## config.mk

```make
export PLATFORM = sky130hd
export DESIGN_NAME = event_encoder8to3
export DESIGN_NICKNAME = d
export VERILOG_FILES = /design/src/rtl/event_encoder8to3.sv
export SDC_FILE = /design/constraint.sdc
export NUM_CORES = 1
export LEC_CHECK = 0
export ABC_AREA = 1
export CORE_MARGIN = 5
export CORE_UTILIZATION = 45
export CTS_CLUSTER_SIZE = 16
export DETAILED_ROUTE_END_ITERATION = 8
export PLACE_DENSITY = 0.74
export SYNTH_ARGS = -nofsm -noshare
export SYNTH_HDL_FRONTEND = slang
export SYNTH_SLANG_ARGS = --single-unit
```

## constraint.sdc

```tcl
create_clock -name clock -period 1.5 [get_ports clock]
set_input_delay 0.15 -clock clock [delete_from_list [all_inputs] [get_ports clock]]
set_output_delay 0.15 -clock clock [all_outputs]
set_load 0.1 [all_outputs]
```

## src/rtl/event_encoder8to3.sv

```systemverilog
// Event encoder: captures up to eight event lines into a pending register and
// issues one 3-bit index per accepted valid/ready transfer.

module event_encoder8to3_lane #(
  parameter bit EDGE_DETECT = 1'b1
) (
  input  logic clock,
  input  logic reset_n,
  input  logic ev,
  input  logic load,
  output logic pend,
  output logic hit
);
  logic prev;
  logic set;

  assign set = EDGE_DETECT ? (ev & ~prev) : ev;
  // A new occurrence on a bit that is still pending and not leaving this edge is lost.
  assign hit = set & pend & ~load;

  always_ff @(posedge clock or negedge reset_n) begin
    if (!reset_n) begin
      prev <= 1'b0;
      pend <= 1'b0;
    end else begin
      prev <= ev;
      pend <= set | (pend & ~load);
    end
  end
endmodule

module event_encoder8to3 #(
  parameter bit EDGE_DETECT   = 1'b1,
  parameter bit PRIORITY_MODE = 1'b0
) (
  input  logic       clock,
  input  logic       reset_n,
  input  logic [7:0] event_in,
  input  logic       out_ready,
  input  logic       clear_overflow,
  output logic       out_valid,
  output logic [2:0] out_code,
  output logic [7:0] pending,
  output logic       overflow
);
  logic [7:0] load;
  logic [7:0] hit;
  logic [2:0] sel;
  logic [2:0] rr_ptr;
  logic       take;

  for (genvar i = 0; i < 8; i++) begin : g_lane
    event_encoder8to3_lane #(.EDGE_DETECT(EDGE_DETECT)) u_lane (
      .clock  (clock),
      .reset_n(reset_n),
      .ev     (event_in[i]),
      .load   (load[i]),
      .pend   (pending[i]),
      .hit    (hit[i])
    );
  end

  // Selection looks only at the registered pending vector.
  always_comb begin
    logic       found;
    logic [2:0] idx;
    sel   = '0;
    found = 1'b0;
    idx   = '0;
    if (!PRIORITY_MODE) begin
      for (int i = 0; i < 8; i++)
        if (pending[i]) sel = 3'(i);
    end else begin
      for (int off = 1; off <= 8; off++) begin
        idx = rr_ptr + 3'(off);
        if (!found && pending[idx]) begin
          sel   = idx;
          found = 1'b1;
        end
      end
    end
  end

  assign take = (~out_valid | out_ready) & (|pending);
  assign load = take ? (8'(1) << sel) : 8'h00;

  always_ff @(posedge clock or negedge reset_n) begin
    if (!reset_n) begin
      out_valid <= 1'b0;
      out_code  <= '0;
      rr_ptr    <= 3'd7;
      overflow  <= 1'b0;
    end else begin
      if (~out_valid | out_ready) out_valid <= |pending;
      if (take) begin
        out_code <= sel;
        rr_ptr   <= sel;
      end
      // Set beats clear when both land in the same cycle.
      if (|hit)                overflow <= 1'b1;
      else if (clear_overflow) overflow <= 1'b0;
    end
  end
endmodule

```

After elaboration in Yosys (flattened, before gate mapping)
Cells that the tools add are included.
Word-level totals
  register bits after elaboration: 21
  bits in latches: 0
  memory bits (writable): 0
  memory bits (read-only): 0
  bits of input ports: 12
  output and inout bits: 13
  logic and storage cells: 92
  memories kept: 0
Cells by class
  add/sub/neg operators: 0
  multiply operators: 0
  divide/modulo/power cells: 0
  $lt $le $gt $ge: 0
  equal/unequal tests: 0
  shift-type cells: 1
  multiplexer cells: 10
  bitwise gates (word level): 59
  reductions and logical operators: 3
Operators with widths (number)
  bitwise AND 1 bit: 33
  inverter 1 bit: 17
  OR reduction 8 bit: 2
  2-to-1 mux 3 bit: 5
  OR 1 bit: 9
  2-to-1 mux 8 bit: 1
  << shifter 1 x 3 -> 8 bit (first input constant): 1
  2-to-1 mux 1 bit: 3
  2-to-1 mux 2 bit: 1
  nonzero test 2 bit: 1

Depth between registers and ports, before layout
Gate-level depths: netlist of run 1.
  depth in word-level cells: 13
  gate-level depth with buffers: 12
  gate-level depth less buffers: 12

Hierarchy
A second synthesis of run 1 with hierarchy kept.
Second synthesis, totals
  cells, all modules: 122
  area total of the unflattened synthesis: 1024.7 µm²
Modules (own cells, without submodules)
  event_encoder8to3_lane: instances 8, cells each 8, area an instance 77.6 µm², sequential area each 50.0 µm²
  event_encoder8to3: instances 1, cells each 58, area an instance 404.1 µm², sequential area each 125.1 µm²

Worst setup path after synthesis of run 1
Ideal clock, no wire load.
  path type: register -> register
  start point: register out_valid
  end point: register overflow
  setup time: 0.065 ns
  data arrival time: 1.634 ns
  data required time: 1.435 ns
  setup slack: -0.199 ns
  cell stages (with the launch flop): 9
  path buffers: 0
  clock period less this slack: 1.699 ns
  path through: dfrtp_1 > nand2_1 > nand3_1 > inv_1 > nand3_1 > nand3_1 > nand2_1 > inv_1 > nand2_1
On the way
  longest elaborated chain between the ends: 8
  elaborated cells on any way between the ends: 23
  classes of those cells: mux (2); bitwise (19); reduce/logical (2)
RTL lines
  from (decl): RTL line 41  | output logic out_valid,
  from (signal assigned): RTL line 94  | if (~out_valid | out_ready) out_valid <= |pending;
  inverter 1 bit *: RTL line 84  | assign take = (~out_valid | out_ready) & (|pending);
  OR 1 bit *: RTL line 84
  bitwise AND 1 bit *: RTL line 84
  2-to-1 mux 8 bit *: RTL line 85  | assign load = take ? (8'(1) << sel) : 8'h00;
  inverter 1 bit: RTL line 19  | assign hit = set & pend & ~load;
  bitwise AND 1 bit: RTL line 19
  OR reduction 8 bit *: RTL line 100  | if (|hit) overflow <= 1'b1;
  2-to-1 mux 1 bit or nonzero test 2 bit (tied branches)
  to (signal assigned): RTL line 92  | overflow <= 1'b0;
  to (signal assigned): RTL line 100
  to (signal assigned): RTL line 101  | else if (clear_overflow) overflow <= 1'b0;
  to (decl): RTL line 44  | output logic overflow
Every way passes the cells marked *; elsewhere a longest branch is shown, timed or not.
A chain may end at the register's enable or synchronous reset.

Worst setup path in the final report of run 1
  start point: register g_lane[7].u_lane.pend
  end point: register overflow
On the way
  longest elaborated chain between the ends: 7
  elaborated cells on any way between the ends: 25
  classes of those cells: shift (1); mux (3); bitwise (18); reduce/logical (3)
RTL lines
  from (decl): RTL line 11  | output logic pend,
  from (signal assigned): RTL line 27  | pend <= set | (pend & ~load);
  OR reduction 8 bit or 2-to-1 mux 3 bit (tied branches): RTL line 84, 72
  bitwise AND 1 bit or << shifter 1 x 3 -> 8 bit (tied branches): RTL line 84, 85
  2-to-1 mux 8 bit: RTL line 85
  inverter 1 bit: RTL line 19
  bitwise AND 1 bit: RTL line 19
  OR reduction 8 bit *: RTL line 100
  2-to-1 mux 1 bit or nonzero test 2 bit (tied branches)
Marked as above.

==> impl_metrics.ini, run 1 <==
[setup_path]
critical_path.max_fanout = 4
setup.worst_path.start_class = flip-flop
crit-reg2reg-capture = overflow
regToRegStartpoint = g_lane[7].u_lane.pend
rr_worst_depth = 10
end_kind = flip-flop
required_ps = 1700
register_to_register_path_setup_slack_ps = 130
crit_arrival_ps = 1580
timing_worst_setup_path_type = flip-flop to flip-flop

[final_layout]
diodes = 0
area.growth.synth_to_final_pct = 43.9
drive_gt1_share_pct = 21.4
final_common_cell = sky130_fd_sc_hd__nand2_1
final_nets = 167
most-common-layout-cells = sky130_fd_sc_hd__nand2_1 (29), sky130_fd_sc_hd__inv_1 (23), sky130_fd_sc_hd__dfrtp_1 (18), sky130_fd_sc_hd__nor2_1 (17), sky130_fd_sc_hd__buf_12 (13)

[clock_network]
cts_hold_repair.buffers = 0
max-clock-path-buffers = 2
htree_num_levels = 1
clock_tree_from_tritoncts = done
clkSlewWorstSetupHoldPaths_ps = 120
clock_tree.root_cell = sky130_fd_sc_hd__clkbuf_4
cts_made_buffers = 3
cts_num_sinks = 21
worst_skew_pair.late_latency_ps = 300

[die]
fp.dieArea_sq_um = 3270
die_height_um = 57.2
floorplan.core_area_sq_um = 2170
starting_density_of_the_core_pct = 46.1
core.rowCount = 17
die_w_um = 57.2
pin_count = 25

[flow_run]
max_cap_viol_count = 0

[logic_synthesis]
synth.yosys.warnings = 0
post_synth_num_cell_types = 14
ys_seq_area_share_pct = 52.5
cell_area_after_synthesis_sq_um = 1000
synth_seq_cells = 21
synthesized_instance_count = 127
syn-num-nets = 139
synthesis.area_per_instance_sq_um = 7.88

[power]
totalPowerFinal_mw = 1.43
power_leakage_nw = 0.757
power_density_nw_per_um2 = 991
worst_voltage_drop_across_the_vdd_grid_mv = 0.674

[run_status]
run_status = complete, no violations

[sta]
setup-violations-final = 0
min_period_over_period_pct = 91.7
post-route-worst-setup-slack_ps = 125
timing_worst_slew_pin_value_ps = 265
fmax_mhz = 727
fin_crit_ps = 1370
setup_repair_after_global_routing_missed_its_margin = no
worst_clock_skew_ps = 2.79
hold_violations = 0
timing.final.max_slew_violations = 0
tns_ps = 0
relSlewSlack_pct = 82.3

[drt]
post_drt_via_cell_ratio = 4.72
met2WireLength_um = 1000
detail_route.drc_violations = 0
route.met3.wl_um = 128
routedWlPerCell_um = 11.3
top_signal_layer_used = met4
dr.pass1.iters = 4
detail-route-antenna-nets = 0
route.vias.total = 859
detailedRoute.firstIterationViolations = 13
drt-total-wl_um = 2060
m1WireLength_um = 853

[min_path]
timing.hold.worst.class = input pin to asynchronous set/reset pin

[grt]
grt_antenna_before_repair = 0
grt_pass1_wl_um = 3540
grt_max_degree = 22
grt_overflow_total = 0
grt_util_all_layers_pct = 13.7
grt_pass1_vias = 853

[placed_design]
dp_hpwl_um = 1600
port_buffers = 24
preCtsSetupSlack_ps = 7.78
finalWeightedCongestion = 0.901
final cells by class:
type	instances	area, sq um
fillers	185	729
flip-flops and latches	21	529
repair buffers	31	423
multi-input cells	75	339
inverters	23	86.3
well taps	28	35.0
clock buffers	3	22.5
clock inverters	1	5.00
sequential cells by signal (all words and copies together) (netlist names):
| signal | cells |
|---|---|
| overflow | 1 |
| out_code | 3 |
| g_lane.u_lane.pend | 8 |
| out_valid | 1 |
| g_lane.u_lane.prev | 8 |
metrics by stage:
| step | cells | cell area, sq um | hold WS [ps] | utilization (%) |
|---|---|---|---|---|
| finish | 182 | 1440 | 178 | 66.4 |
| global route | 182 | 1440 | 194 | 66.4 |
| floorplan | 127 | 1000 | -146 | - |
| global placement | 177 | 1390 | 429 | 64.2 |
| detailed placement | 177 | 1390 | 446 | 64.2 |
| CTS | 181 | 1420 | 186 | 65.5 |
worst max-delay path: stages (launching register included):
cell and delay [ps]:
sky130_fd_sc_hd__dfrtp_1 420, sky130_fd_sc_hd__nor2_4 140, sky130_fd_sc_hd__nand2_2 90, sky130_fd_sc_hd__inv_1 80, sky130_fd_sc_hd__nand3_1 90, sky130_fd_sc_hd__nor2_1 120, sky130_fd_sc_hd__nand2_1 90, sky130_fd_sc_hd__nand2_1 70
sky130_fd_sc_hd__nand2_1 50, sky130_fd_sc_hd__nor2_1 80, sky130_fd_sc_hd__nand2_1 50
metal layers:
layer  vias to the layer above  global-route usage [%]
li1                        434                       -
met1                       383                    16.2
met2                        34                    23.0
met3                         8                    3.17
met4                         0                    6.95
met5                         -                       0
power by group:
| part | leakage [nW] | switching [mW] | total, mW | internal (mW) |
|---|---|---|---|---|
| combinational | 0.520 | 0.327 | 0.521 | 0.194 |
| clock | 0.0177 | 0.167 | 0.266 | 0.0992 |
| sequential | 0.219 | 0.0342 | 0.639 | 0.605 |
| total | 0.757 | 0.528 | 1.43 | 0.898 |
worst max-delay path by stage:
stage	from	end	slack, ps	cells after the start
floorplan	out_valid	overflow	30	8
global placement	out_ready	overflow	60	10
detailed placement	out_ready	overflow	8	10
CTS	g_lane[4].u_lane.pend	overflow	90	10
global route	g_lane[7].u_lane.pend	overflow	2	10
finish	g_lane[7].u_lane.pend	overflow	130	10
logic make-up (layout without fill, tap and decap cells):
logic type             after synthesis  after routing  synth area share, %
buffers and inverters               31             58                 14.6
AO/OA/AOI/OAI                       11             11                 5.88
AND/OR/NAND/NOR                     64             64                 27.0
flip-flops                          21             21                 52.5
what timing repair did:
item / CTS / global route
endpoints found under the setup margin: 0 / 2
setup buffers: 0 / 1
gates resized for setup: 0 / 6
synthesized netlist by cell type, drive strengths merged:
cell	instances	area (sq um)
a21oi	3	15.0
o211ai	1	7.51
nand2	30	115
a31oi	1	6.26
nand3	11	55.1
inv	23	86.3
nor2	22	95.1
dfrtp	21	526
nor3	1	5.00
buf	8	60.1
o21ai	6	30.0
Power figures use the tool's default switching activity.
==> inputs of run 2 (changes only) <==
CORE_MARGIN = 2   (was 5)
PLACE_DENSITY = default   (was 0.74)
PLACE_DENSITY_LB_ADDON = 0.15   (was default)
==> run 2 against run 1 <==
  * Register-to-register slack got worse by 30 ps
  * Total power down 0.34%
  * Clock skew up 0.82 ps
==> impl_metrics.ini, run 2 (same netlist as run 1, synthesis figures left out) <==
[sta]
timing_worst_slew_pin_value_ps = 260
post-route-worst-setup-slack_ps = 96.3
timing.final.max_slew_violations = 0
hold_violations = 0
tns_ps = 0
setup-violations-final = 0
worst_clock_skew_ps = 3.61
fin_crit_ps = 1400
setup_repair_after_global_routing_missed_its_margin = no
fmax_mhz = 712
min_period_over_period_pct = 93.6
relSlewSlack_pct = 82.6

[grt]
grt_pass1_wl_um = 3310
grt_max_degree = 22
grt_antenna_before_repair = 0
grt_pass1_vias = 779
grt_overflow_total = 0
grt_util_all_layers_pct = 17.2

[final_layout]
fill_cells = 179
largest_registers_ranked_by_flip_flop_count = g_lane.u_lane.pend x8, g_lane.u_lane.prev x8, out_code x3
final_nets = 167
area.growth.synth_to_final_pct = 43.0
diodes = 0
final_common_cell = sky130_fd_sc_hd__nand2_1
most-common-layout-cells = sky130_fd_sc_hd__nand2_1 (29), sky130_fd_sc_hd__inv_1 (23), sky130_fd_sc_hd__dfrtp_1 (19), sky130_fd_sc_hd__nor2_1 (18), sky130_fd_sc_hd__buf_12 (13)
drive_gt1_share_pct = 20.1
utilization_pct = 66.6

[placed_design]
finalWeightedCongestion = 0.797
port_buffers = 24
dp_hpwl_um = 1500
preCtsSetupSlack_ps = 28.2

[setup_path]
regToRegStartpoint = g_lane[7].u_lane.pend
rr_worst_depth = 10
end_kind = flip-flop
timing_worst_setup_path_type = flip-flop to flip-flop
critical_path.max_fanout = 4
register_to_register_path_setup_slack_ps = 100
crit_arrival_ps = 1610
required_ps = 1700
crit-reg2reg-capture = overflow
setup.worst_path.start_class = flip-flop
startpoint = g_lane[7].u_lane.pend

[power]
power_leakage_nw = 0.757
totalPowerFinal_mw = 1.42
worst_voltage_drop_across_the_vdd_grid_mv = 0.782
power_density_nw_per_um2 = 993

[clock_network]
worst_skew_pair.late_latency_ps = 300
cts_hold_repair.buffers = 0
clkSlewWorstSetupHoldPaths_ps = 120
max-clock-path-buffers = 2
cts_made_buffers = 3
clock_tree_from_tritoncts = done
clock_tree.root_cell = sky130_fd_sc_hd__clkbuf_4
cts_num_sinks = 21
htree_num_levels = 1

[drt]
dr.pass1.iters = 4
detailedRoute.firstIterationViolations = 14
detail-route-antenna-nets = 0
route.vias.total = 836
routedWlPerCell_um = 10.2
post_drt_via_cell_ratio = 4.59
detail_route.drc_violations = 0
drt-total-wl_um = 1860

[die]
core.rowCount = 17
fp.dieArea_sq_um = 2620
die_height_um = 51.2
pin_count = 25
die_w_um = 51.2
starting_density_of_the_core_pct = 46.6
floorplan.core_area_sq_um = 2150

[min_path]
timing.hold.worst.class = input pin to asynchronous set/reset pin

[run_status]
run_status = complete, no violations

[flow_run]
max_cap_viol_count = 0
## run 2: cell counts in the layout (fill, tap and decap cells not counted)
Identical to the previous run, type by type.
## run 2: cell type report
type | instances | area, sq um | share of cell area, %
clock buffers | 3 | 22.5 | 1.57
clock inverters | 1 | 5.00 | 0.350
inverters | 23 | 86.3 | 6.03
multi-input cells | 75 | 332 | 23.2
flip-flops and latches | 21 | 528 | 36.9
well taps | 28 | 35.0 | 2.45
repair buffers | 31 | 423 | 29.5
## run 2: report_power, final
| part | internal (mW) | switching [mW] | total [mW] |
|---|---|---|---|
| Combinational | 0.193 | 0.324 | 0.517 |
| Clock | 0.0994 | 0.170 | 0.269 |
| Sequential | 0.605 | 0.0310 | 0.636 |
| Total | 0.897 | 0.525 | 1.42 |
## run 2: worst max-delay path by stage
| stage | end | slack, ps |
|---|---|---|
| after global placement | overflow | 50 |
| after detailed placement | overflow | 30 |
| final | overflow | 100 |
| after floorplan | overflow | 30 |
| after CTS | overflow | 80 |
| after global routing | overflow | 4 |
## run 2: metrics by stage
stage / hold slack (ps) / area (sq um) / instances
after CTS: 183 / 1420 / 181
final: 176 / 1430 / 182
after floorplan: -146 / 1000 / 127
after global routing: 203 / 1430 / 182
after global placement: 432 / 1390 / 177
after detailed placement: 447 / 1390 / 177
## run 2: repair_timing
item	CTS	global route
buffers inserted	0	1
gates resized for setup	0	2
setup endpoints to repair	0	2
## run 2: routing by layer
metal	routed length, um	GRT usage, %	vias up
met2	946	27.9	23
li1	-	-	431
met5	0	0	-
met1	805	22.0	380
met4	15	8.11	0
met3	89	3.51	2
## run 2: critical path, stage by stage (launching register included)
cell                      delay (ps)
sky130_fd_sc_hd__dfrtp_1         410
sky130_fd_sc_hd__nor2_2          160
sky130_fd_sc_hd__nand2_2         110
sky130_fd_sc_hd__inv_1            90
sky130_fd_sc_hd__nand3_1          90
sky130_fd_sc_hd__inv_1            90
sky130_fd_sc_hd__nand3_1         120
sky130_fd_sc_hd__nand3_1          90
sky130_fd_sc_hd__nand2_1          60
sky130_fd_sc_hd__inv_1            50
sky130_fd_sc_hd__nand2_1          40
==> inputs of run 3 (changes only) <==
CELL_PAD_IN_SITES_DETAIL_PLACEMENT = 1   (was default)
CELL_PAD_IN_SITES_GLOBAL_PLACEMENT = 2   (was default)
CORE_UTILIZATION = 27   (was 45)
==> run 3 against run 2 <==
  * Flip-flop and latch count is the same
  * Clock power grew 42%
  * Clock-buffer cell count grew 1
  * Sequential share of layout area shrank 2.7 points
  * Critical endpoint unchanged
  * Largest cell class unchanged
==> impl_metrics.ini, run 3 (same netlist as run 1, synthesis figures left out) <==
[sta]
tns_ps = 0
relSlewSlack_pct = 80.5
fin_crit_ps = 1370
timing_worst_slew_pin_value_ps = 291
timing.final.max_slew_violations = 0
setup-violations-final = 0
min_period_over_period_pct = 91.5
hold_violations = 0
post-route-worst-setup-slack_ps = 127
worst_clock_skew_ps = 6.66
fmax_mhz = 728

[power]
power_density_nw_per_um2 = 1010
worst_voltage_drop_across_the_vdd_grid_mv = 0.384
p_sw_share_pct = 36.3
net-switching-power_mw = 0.566
share_comb_of_total_power_pct = 34.6
power_leakage_nw = 0.778
totalPowerFinal_mw = 1.56
power.share.sequential_pct = 40.9
power_frac_clock_pct = 24.5
p_int_mw = 0.995

[setup_path]
crit_arrival_ps = 1530
register_to_register_path_setup_slack_ps = 130
setup.worst_path.start_class = flip-flop
critical_path.max_fanout = 3
required_ps = 1660
end_kind = flip-flop
timing_worst_setup_path_type = flip-flop to flip-flop

[drt]
post_drt_via_cell_ratio = 4.15
detailedRoute.firstIterationViolations = 17
detail_route.drc_violations = 0
routedWlPerCell_um = 12.2
route.vias.total = 859
drt-total-wl_um = 2520
detail-route-antenna-nets = 0
dr.pass1.iters = 4

[final_layout]
utilization_pct = 43.0
instances_no_fill = 207
most-common-layout-cells = sky130_fd_sc_hd__nand2_1 (24), sky130_fd_sc_hd__inv_1 (20), sky130_fd_sc_hd__dfrtp_1 (18), sky130_fd_sc_hd__nor2_1 (16), sky130_fd_sc_hd__buf_12 (13)
drive_gt1_share_pct = 29.6
diodes = 0
area.growth.synth_to_final_pct = 54.9
largest_registers_ranked_by_flip_flop_count = g_lane.u_lane.pend x8, g_lane.u_lane.prev x8, out_code x3
final_nets = 172
final_common_cell = sky130_fd_sc_hd__nand2_1

[die]
floorplan.core_area_sq_um = 3610
pin_count = 25
die_w_um = 64.9
die_height_um = 64.9
core.rowCount = 22
starting_density_of_the_core_pct = 27.8
fp.dieArea_sq_um = 4210

[min_path]
timing.hold.worst.class = input pin to asynchronous set/reset pin

[flow_run]
max_cap_viol_count = 0

[placed_design]
finalWeightedCongestion = 0.819
preCtsSetupSlack_ps = -50.6
cell_count_after_placement = 200
dp_hpwl_um = 1970
port_buffers = 24

[clock_network]
htree_num_levels = 1
clock_tree_from_tritoncts = done
worst_skew_pair.late_latency_ps = 270
clock_tree.root_cell = sky130_fd_sc_hd__clkbuf_8
cts_made_buffers = 3
clkSlewWorstSetupHoldPaths_ps = 80
cts_num_sinks = 21
max-clock-path-buffers = 2

[grt]
grt_pass1_wl_um = 4250
global_route.peak_usage_layer = met2
grt_max_degree = 22
grt_pass1_vias = 935
groute.layer.met3.usage_pct = 2.95
grt_util_all_layers_pct = 13.4
use_met1_pct = 17.2
grt_overflow_total = 0
global_route.usage.met2_pct = 22.2
grt_antenna_before_repair = 0

[run_status]
run_status = complete, no violations
==> run 3: cell count changes in the layout (fill, tap and decap cells not counted), moves of 2 or more <==
cell,previous run,this run
sky130_fd_sc_hd__inv_1,23,20
sky130_fd_sc_hd__inv_2,0,3
sky130_fd_sc_hd__nand2_1,29,24
sky130_fd_sc_hd__clkbuf_4,3,0
sky130_fd_sc_hd__nor2_4,1,4
sky130_fd_sc_hd__buf_4,7,12
sky130_fd_sc_hd__nand2_2,1,6
sky130_fd_sc_hd__clkbuf_8,0,3
sky130_fd_sc_hd__nor2_1,18,16
==> run 3: layout make-up <==
type | instances | area, sq um
Clock buffer | 4 | 45.0
Fill cell | 438 | 2060
Sequential cell | 21 | 529
Inverter | 23 | 86.3
Multi-Input combinational cell | 75 | 369
Timing Repair Buffer | 36 | 460
Tap cell | 48 | 60.1
==> run 3: per-stage QoR <==
stage          area, sq um  hold slack [ps]
2_1_floorplan         1000             -146
3_3_place_gp          1440              436
3_5_place_dp          1440              458
4_1_cts               1490              244
5_1_grt               1550              241
6_report              1550              227
==> run 3: worst paths after layout <==
kind | from | end | cells past startpoint
setup / recovery | g_lane[5].u_lane.pend | overflow | 9
hold / removal | reset_n | g_lane[5].u_lane.pend | 2
setup reg to reg | g_lane[5].u_lane.pend | overflow | 9
hold reg to reg | g_lane[5].u_lane.prev | g_lane[5].u_lane.pend | 1
max in group asynchronous | reset_n | g_lane[1].u_lane.pend | 2
min in group clock | event_in[2] | g_lane[2].u_lane.prev | 1
==> run 3: timing repair <==
item	in CTS	in global routing
gates resized for setup	0	18
buffers inserted	0	3
hold buffers	0	0
setup endpoints to repair	0	2
==> run 3: critical path, cell delays in order, from the launching register on <==
cell and delay, ps:
sky130_fd_sc_hd__dfrtp_1 420, sky130_fd_sc_hd__nor2_2 140, sky130_fd_sc_hd__nand2_2 80, sky130_fd_sc_hd__buf_4 150, sky130_fd_sc_hd__a21oi_1 120, sky130_fd_sc_hd__nand3_1 100
sky130_fd_sc_hd__nand2_1 90, sky130_fd_sc_hd__nor2_1 40, sky130_fd_sc_hd__nor2_1 80, sky130_fd_sc_hd__nand2_1 50
==> run 3: metal layers <==
| metal | vias to the layer above | wire (um) |
|---|---|---|
| li1 | 439 | - |
| met3 | 2 | 109 |
| met5 | - | 0 |
| met4 | 0 | 24 |
| met2 | 17 | 1230 |
| met1 | 401 | 1150 |
==> run 3: power by group through the flow <==
| stage | clock [mW] | combinational, mW | sequential (mW) |
|---|---|---|---|
| after global routing | 0.430 | 0.574 | 0.646 |
| after global placement | 0 | 0.525 | 0.645 |
| after floorplan | 0 | 0.236 | 0.725 |
| after CTS | 0.397 | 0.533 | 0.636 |
| after detailed placement | 0 | 0.532 | 0.647 |
| final | 0.382 | 0.540 | 0.639 |
